===== src/rtl/dut_ctrl_bridge.sv =====
// dut_ctrl_bridge: bridges a hold-until-served control command port onto a
// simple strobe-based slave bus, and decimates a continuous sample stream.
//
// Ports
//   clk_i, reset_i            clock, synchronous active-high reset
//   ctrl_ready_i/write_i      command valid / write(1) or read(0)
//   ctrl_addr_i/data_i        command address / write data
//   dut_cwait_o               stall: source holds its command while high
//   dut_cready_o/data_o/addr_o one-cycle read response with data and address
//   bus_addr_o/wdata_o        slave address / write data
//   bus_wen_o/ren_o           single-cycle write / read strobes
//   bus_rdata_i/ack_i         slave read data / read acknowledge
//   sample_data_i             continuous sample stream
//   dut_sample_o/sready_o     decimated sample / one-cycle strobe
//   err_o                     sticky read-timeout flag
//
// Optional feature: define DUT_CTRL_TIMEOUT_EN to give ACK_MODE reads a
// TMO-cycle timeout that returns a poison word and sets err_o.
module dut_ctrl_bridge #(
  parameter int            AW       = 16,
  parameter int            DW       = 32,
  parameter int            SW       = 16,
  parameter int            WAIT     = 1,
  parameter int            ACK_MODE = 0,
  parameter logic [AW-1:0] BASE     = 16'h0100,
  parameter logic [AW-1:0] MASK     = 16'hFF00,
  parameter int            DEC      = 1,
  parameter int            TMO      = 15
) (
  input  logic          clk_i,
  input  logic          reset_i,
  input  logic          ctrl_ready_i,
  input  logic          ctrl_write_i,
  input  logic [AW-1:0] ctrl_addr_i,
  input  logic [DW-1:0] ctrl_data_i,
  output logic          dut_cwait_o,
  output logic          dut_cready_o,
  output logic [DW-1:0] dut_data_o,
  output logic [AW-1:0] dut_addr_o,
  output logic [AW-1:0] bus_addr_o,
  output logic [DW-1:0] bus_wdata_o,
  output logic          bus_wen_o,
  output logic          bus_ren_o,
  input  logic [DW-1:0] bus_rdata_i,
  input  logic          bus_ack_i,
  input  logic [SW-1:0] sample_data_i,
  output logic [SW-1:0] dut_sample_o,
  output logic          dut_sready_o,
  output logic          err_o
);

  typedef enum logic [1:0] {S_IDLE, S_WAIT, S_RESP, S_DONE} state_e;

  localparam int DCW = (DEC > 1) ? $clog2(DEC) : 1;

  state_e         state_q, state_d;
  logic [AW-1:0]  addr_q, addr_d;
  logic [DW-1:0]  data_q, data_d;
  logic [2:0]     wcnt_q, wcnt_d;
  logic [DCW-1:0] dcnt_q;
  logic [SW-1:0]  smp_q;
  logic           srdy_q;
  logic           hit, rd_acc, cwait, cready, ren, wen;

`ifdef DUT_CTRL_TIMEOUT_EN
  localparam int          TW       = $clog2(TMO + 1);
  localparam logic [31:0] TMO_DATA = 32'hDEADBEEF;
  logic [TW-1:0] tcnt_q, tcnt_d;
  logic          err_q, err_d;
`endif

  assign hit    = (ctrl_addr_i & MASK) == BASE;
  assign rd_acc = ctrl_ready_i & ~ctrl_write_i;

  always_comb begin
    state_d = state_q;
    addr_d  = addr_q;
    data_d  = data_q;
    wcnt_d  = wcnt_q;
    cwait   = 1'b0;
    cready  = 1'b0;
    ren     = 1'b0;
    wen     = 1'b0;
`ifdef DUT_CTRL_TIMEOUT_EN
    tcnt_d  = tcnt_q;
    err_d   = err_q;
`endif
    case (state_q)
      S_IDLE: begin
        if (rd_acc) begin
          // Stall is raised combinationally on acceptance so the source keeps
          // its command steady until the response strobe.
          cwait  = 1'b1;
          addr_d = ctrl_addr_i;
          wcnt_d = '0;
`ifdef DUT_CTRL_TIMEOUT_EN
          tcnt_d = '0;
`endif
          if (hit) begin
            ren     = 1'b1;
            state_d = S_WAIT;
          end else begin
            data_d  = '0;
            state_d = S_RESP;
          end
        end else if (ctrl_ready_i && hit) begin
          wen = 1'b1;
        end
      end
      S_WAIT: begin
        cwait = 1'b1;
        if (ACK_MODE != 0) begin
          if (bus_ack_i) begin
            data_d  = bus_rdata_i;
            state_d = S_RESP;
          end
`ifdef DUT_CTRL_TIMEOUT_EN
          else if (tcnt_q == TW'(TMO - 1)) begin
            data_d  = DW'(TMO_DATA);
            err_d   = 1'b1;
            state_d = S_RESP;
          end else begin
            tcnt_d = tcnt_q + 1'b1;
          end
`endif
        end else begin
          // WAIT=0 and WAIT=1 both sample on the first cycle in this state.
          if (({1'b0, wcnt_q} + 4'd1) >= 4'(WAIT)) begin
            data_d  = bus_rdata_i;
            state_d = S_RESP;
          end else begin
            wcnt_d = wcnt_q + 3'd1;
          end
        end
      end
      S_RESP: begin
        cready  = 1'b1;
        state_d = S_DONE;
      end
      S_DONE: begin
        // Only a fresh command (dropped ready or new address) re-arms IDLE.
        if (!ctrl_ready_i || (ctrl_addr_i != addr_q)) state_d = S_IDLE;
      end
      default: state_d = S_IDLE;
    endcase
  end

  always_ff @(posedge clk_i) begin
    if (reset_i) begin
      state_q <= S_IDLE;
      addr_q  <= '0;
      data_q  <= '0;
      wcnt_q  <= '0;
    end else begin
      state_q <= state_d;
      addr_q  <= addr_d;
      data_q  <= data_d;
      wcnt_q  <= wcnt_d;
    end
  end

`ifdef DUT_CTRL_TIMEOUT_EN
  always_ff @(posedge clk_i) begin
    if (reset_i) begin
      tcnt_q <= '0;
      err_q  <= 1'b0;
    end else begin
      tcnt_q <= tcnt_d;
      err_q  <= err_d;
    end
  end
  assign err_o = err_q & ~reset_i;
`else
  assign err_o = 1'b0;
`endif

  // Decimator: the output sample and its strobe change on the same edge.
  always_ff @(posedge clk_i) begin
    if (reset_i) begin
      dcnt_q <= '0;
      smp_q  <= '0;
      srdy_q <= 1'b0;
    end else begin
      srdy_q <= (dcnt_q == DCW'(DEC - 1));
      if (dcnt_q == DCW'(DEC - 1)) begin
        dcnt_q <= '0;
        smp_q  <= sample_data_i;
      end else begin
        dcnt_q <= dcnt_q + 1'b1;
      end
    end
  end

  assign dut_cwait_o  = cwait  & ~reset_i;
  assign dut_cready_o = cready & ~reset_i;
  assign bus_ren_o    = ren    & ~reset_i;
  assign bus_wen_o    = wen    & ~reset_i;
  assign dut_sready_o = srdy_q & ~reset_i;
  assign dut_data_o   = reset_i ? '0 : data_q;
  assign dut_addr_o   = reset_i ? '0 : addr_q;
  assign dut_sample_o = reset_i ? '0 : smp_q;
  assign bus_addr_o   = (state_q == S_WAIT) ? addr_q : ctrl_addr_i;
  assign bus_wdata_o  = ctrl_data_i;

endmodule

===== config.mk =====
export PLATFORM = sky130hd
export DESIGN_NAME = dut_ctrl_bridge
export DESIGN_NICKNAME = d
export VERILOG_FILES = /design/src/rtl/dut_ctrl_bridge.sv
export SDC_FILE = /design/constraint.sdc
export NUM_CORES = 1
export LEC_CHECK = 0
export ABC_AREA = 1
export CORE_MARGIN = 2
export CORE_UTILIZATION = 36
export CTS_BUF_LIST = sky130_fd_sc_hd__clkbuf_4
export CTS_CLUSTER_SIZE = 40
export DETAILED_ROUTE_END_ITERATION = 16
export PLACE_DENSITY = 0.8
export SLEW_MARGIN = 20
export SYNTH_ARGS = -nofsm -noshare
export SYNTH_HDL_FRONTEND = slang
export SYNTH_SLANG_ARGS = --single-unit
export TNS_END_PERCENT = 50

===== constraint.sdc =====
create_clock -name clk_i -period 1.65 [get_ports clk_i]
set_clock_uncertainty 0.1 [all_clocks]
set_input_delay 0.165 -clock clk_i [delete_from_list [all_inputs] [get_ports clk_i]]
set_output_delay 0.165 -clock clk_i [all_outputs]
set_load 0.01 [all_outputs]

Word-level counts from Yosys, hierarchy flattened
Cells that the tools add are included.

Register bits: 71. Bits of input ports: 101. Output and inout port bits: 118. Logic and storage cells: 65.

Add/subtract/negate cells: 3. Order comparisons: 1. Equality and inequality tests: 10. Muxes and demuxes: 25. Bitwise gates (word level): 9. Reduce and logical (&&, ||, !) cells: 10.

Operators by type and width (number): $mux 32 (4); $pmux 32 s2 (1); $mux 16 (3); $ne 16x16->1 (1); $ne 2x2->1 const B (5); $eq 8x1->1 const B (1); $mux 1 (8); $mux 2 (4); $pmux 2 s4 (1); $and 1x1->1 (6); $mux 3 (2); $pmux 3 s2 (1); $reduce_and 3->1 (2); $add 3x1->4 const B (1); $eq 2x2->1 const B (2); $ge 4x1->1 const B (1); $reduce_and 4->1 (1); $add 3x1->3 const B (1); $not 1->1 (3); $eq 2x1->1 const B (1); $logic_not 2->1 (1); $pmux 1 s2 (1); $reduce_and 2->1 (1); $reduce_bool 2->1 (1); other kinds (5) (5).

Logic depth before layout (Yosys ltp)
Depth after elaboration: 6. Depth in mapped cells: 12. Gate-level depth less buffers: 10.

Worst setup path after synthesis
Ideal clock, no wire load.

Path kind: reg2reg. From: register state_q[1]. To: register data_q[0]. Setup time: 116 ps. Data arrival time: 1465 ps. Data required time: 1434 ps. Setup slack: -31 ps. Stages on the path, launching flop included: 12. Path buffers: 2. Period minus slack after synthesis: 1681 ps. Cell sequence: dfxtp_1 inv_1 ha_1 buf_4 inv_2 nor3_1 o21ai_1 nand2_1 inv_2 o211ai_4 buf_4 o21ai_1.

Longest elaborated chain between the ends: 3. Elaborated cells on any way between the ends: 8. Those cells by class: eq/ne: 4; mux: 1; reduce/logical: 3.

Ends and longest elaborated chain: start: declaration (line 56) `state_e state_q, state_d;`; start signal: assignment (line 155) `state_q <= state_d;`; $eq 2x1->1 / $logic_not 2->1 (equally long branches) (line 88) `case (state_q)`; $ne 2x2->1 (no line) / $reduce_bool 2->1 (equally long branches); $reduce_and 4->1 (no line); end signal: assignment (line 157) `data_q <= data_d;`; end: declaration (line 58) `logic [DW-1:0] data_q, data_d;`.

Several ways; a longest one is shown, not always the timed one. A chain may end at the register's enable or synchronous reset.

Worst setup path after layout
From: register state_q[0]. To: output port dut_cwait_o.

Longest elaborated chain between the ends: 3. Elaborated cells on any way between the ends: 4. Those cells by class: eq/ne: 1; mux: 1; bitwise: 1; reduce/logical: 1.

Ends and longest elaborated chain: $eq 2x1->1 / $logic_not 2->1 (equally long branches) (line 88); $pmux 1 s2 * (line 88); $and 1x1->1 * (line 194) `assign dut_cwait_o = cwait & ~reset_i;`; end: declaration (line 36) `output logic dut_cwait_o,`.

Mark *: on every way between the ends. The rest lies on a longest branch, timed or not.

==> impl_summary.txt <==
----------------------------------------------------
[Critical path]
  WS Path Type ... register to output pin
  Cell with the biggest individual delay on the critical path ... dfxtp_4
  Maximum fanout encountered on the critical timing path ... 3
  Largest stage delay on the critical path ... 0.38 ns
  Critical path cell sequence ... inv_4 > ha_4 > nor3b_4 > nand2_2 > o21ai_1 > buf_2
  Startpoint types ... register
  CP Data Required Time ... 1.38 ns
  Setup slack of the worst register-to-register path ... -0.22 ns
  Worst endpoint data arrival time ... 1.62 ns
  Critical path depth ... 6
  R2R depth ... 14
  Number of buffer and inverter instances along the worst setup path ... 2
  Startpoint of the worst setup timing path ... state_q[0]$_SDFFE_PP0P_
  Worst flop-to-flop path startpoint ... state_q[1]$_SDFFE_PP0P_
  Terminus of the critical flop-to-flop path ... data_q[17]$_SDFFE_PP0P_
  CP delay by family, top ... flip-flops
  End point of the critical path ... dut_cwait_o
  Kind of capture point of the worst setup path ... output pin

[Route]
  Overall via count from detail_route ... 4194
  DRC viols ... 0
  First DRT Iteration DRCs ... 250
  First-pass DRT Iterations ... 6
  Remaining antenna violation count after routing ... 0
  Detail-routed net length per standard cell ... 13.4 um
  Ratio of routed vias to standard cells ... 4.78
  Final wirelength ... 11.8 mm

[Global route]
  Aggregate global-route resource usage ... 19.0%
  Vias in the first global route ... 3975
  Overall overflow remaining after global route ... 0
  Maximum number of pins on one net before global-route repair ... 36
  Initial antenna violation count ... 0
  Global-route wire length before repair ... 17.6 mm

[Placed design]
  Count of input and output buffers ... 152
  Placed wire-length estimate after detailed placement ... 7.41 mm
  Weighted congestion at the end of routability-driven global placement ... 0.855
  Worst setup timing slack at the placement stage ... -0.407 ns

[Logic synthesis]
  Async SR Flop Fraction ... 0%
  Xor/xnor cell area share of the yosys netlist ... 0.930%
  Number of standard cells after synthesis ... 563
  Fraction of the mapped netlist area in compound gates ... 17.7%
  Top cells by count, synth ... 115 x nand2_1, 92 x inv_1, 84 x nor2_1, 71 x dfxtp_1, 39 x o21ai_0
  Simple-gate share of the synthesized area ... 21.3%
  Sequential share of the synthesized area ... 37.7%
  Post-synth EDFFs ... 0
  Post-synthesis mux area share ... 0%
  Mean cell area of the mapped netlist ... 6.69 um2
  Share of Yosys cell area claimed by the top area cell type ... 37.7%
  Cell area after synthesis ... 0.00377 mm2
  Dominant combinational cell family by area after synthesis ... simple AND/OR/NAND/NOR gates
  Synthesis-stage register bit count ... 71
  Yosys warning count ... 0
  Adder-cell share of the synthesized area ... 2.32%
  Leading cell types by total area after synthesis ... dfxtp_1 38%, nand2_1 11%, inv_1 9.2%, nor2_1 8.4%, buf_4 7.4%
  Number of distinct library cell variants in the gate-level netlist after synthesis ... 27
  Most used DFF post-synth ... dfxtp_1
  Most frequently used cell type in the post-synthesis netlist ... nand2_1
  Post-synth top area cell ... dfxtp_1

[Clock network]
  CTS tree ... built
  Clk_lat worst skew ... 0.41 ns
  Total clock buffers created by CTS ... 9
  Clock transition at the registers of the reported paths ... 0.12 ns
  Hold-fix buffers at CTS ... 0
  Maximum clock insertion buffer count ... 2
  Cell chosen for the clock root ... clkbuf_4
  Maximum level of the CTS H-tree ... 3
  CTS sink count ... 71

[STA]
  Max-slew violation count ... 0
  Upper clock frequency limit ... 530 MHz
  Worst Setup Slack, final ... -0.235 ns
  Final TNS setup ... -7.72 ns
  Unrepaired setup endpoints after global routing ... yes
  Actual slew at the worst max-slew pin ... 0.667 ns
  Final setup fails ... 53
  Final critical-path share of the clock period ... 114%
  Worst slew margin ... 55.5%
  Clock period minus final worst setup slack ... 1.89 ns
  Final hold violation count ... 0

[Floorplan]
  Num rows ... 37
  Die Area ... 0.0113 mm2
  Die Width ... 106 um
  Core outline area ... 0.0102 mm2
  Number of top-level pins ... 219
  Initial cell density of the core ... 36.8%
  Floorplan die height ... 106 um

[Hold path]
  Min-delay worst type ... input port to register
  Instance count along the most critical hold path ... 2

[Outcome]
  Violations in the final reports ... setup timing
  Outcome ... finished with violations

[Power]
  Peak VDD IR ... 0.000705 V
  Power per cell area ... 1180 mW/mm2
  Static power due to leakage ... 2.92 nW

[Cells and area]
  Fraction of final layout cells with drive strength greater than 1 ... 25.8%
  Net count of the finished layout ... 844
  # fillers ... 898
  Inserted Diodes ... 0
  Area growth from synthesis to final layout ... 63.0%

[Job]
  Count of maximum capacitance violations ... 0

----------------------------------------------------
[per-stage QoR]
step | hold slack (ns) | instances | utilization [%] | power, mW | instance area [um2]
final | 0.0729 | 877 | 60.0 | 7.27 | 6140
after global placement | 0.230 | 835 | 53.3 | 4.52 | 5460
after floorplan | 0.195 | 564 | - | 3.65 | 3790
after CTS | 0.0367 | 874 | 57.6 | 6.89 | 5890
after global routing | 0.0402 | 877 | 60.0 | 7.68 | 6140
after detailed placement | 0.230 | 835 | 53.3 | 4.61 | 5460
[timing repair]
action	CTS	global route
endpoints found under the setup margin	119	70
buffers inserted	17	2
cloned	7	2
gates resized for setup	224	76
pin swaps	18	8
[worst min-delay path by stage]
stage                                         to               from  slack, ns
after floorplan           smp_q[10]$_SDFFE_PP0N_  sample_data_i[10]       0.19
after detailed placement         bus_wdata_o[11]    ctrl_data_i[11]       0.23
final                     wcnt_q[0]$_SDFFE_PP0P_            reset_i       0.07
after global placement           bus_wdata_o[11]    ctrl_data_i[11]       0.23
after CTS                 wcnt_q[0]$_SDFFE_PP0P_            reset_i       0.04
after global routing      wcnt_q[0]$_SDFFE_PP0P_            reset_i       0.04
[cell families (layout without fill, tap and decap cells)]
kind of cell / after synthesis / after routing
buffers and inverters: 156 / 333
adder cells (fa/ha/maj): 7 / 7
flip-flops: 71 / 71
XOR/XNOR: 4 / 4
other: 1 / 2
AND/OR/NAND/NOR: 208 / 208
AO/OA/AOI/OAI: 116 / 116
[routing by layer]
layer	wire length (um)	vias to the layer above	GRT usage [%]	share of wire, %
met5	0	-	0	0
met4	249	0	7.61	2.1
met3	875	29	3.80	7.4
met2	5880	194	32.9	50
met1	4760	1921	22.9	40
li1	-	2050	-	-
[placed cells by master (no fill, tap or decap), types with 3 or more instances in the layout]
cell             instances
o22a_1                  16
dlygate4sd2_1           66
o21ai_1                 38
buf_2                   18
nand2_2                 21
clkinvlp_4               3
nor2_2                   3
o21ai_0                 12
clkbuf_4                 9
nand2_4                  6
nor2_1                  80
nand3_1                  4
o21ai_2                 21
xor2_1                   3
a21oi_1                 20
buf_16                   3
a21oi_2                  3
buf_12                   7
buf_4                   50
dfxtp_1                 56
dfxtp_2                 14
ha_1                     3
ha_4                     3
clkdlybuf4s50_1         65
inv_1                   89
nand2_1                 88
buf_6                   10
[registers in the layout, indices dropped and copies added, names as in the netlist]
register / flops
addr_q: 16
smp_q: 16
dcnt_q: 1
state_q: 2
srdy_q: 1
data_q: 32
wcnt_q: 3
[cell type report]
class                   count  area (um2)  share of cell area [%]
clock buffers               9        67.6                    1.10
flip-flops and latches     71        1440                    23.5
clock inverters             7        95.1                    1.55
multi-input cells         337        1880                    30.7
well taps                 136         170                    2.77
inverters                  94         365                    5.95
repair buffers            223        2120                    34.5
[report_power, final]
group / switching (mW) / leakage (nW) / internal (mW)
clock: 0.646 / 0.0762 / 0.614
sequential: 0.156 / 0.587 / 1.96
combinational: 1.90 / 2.25 / 2.00
total: 2.70 / 2.92 / 4.57
Note: power is estimated with default switching activity, not from simulation.
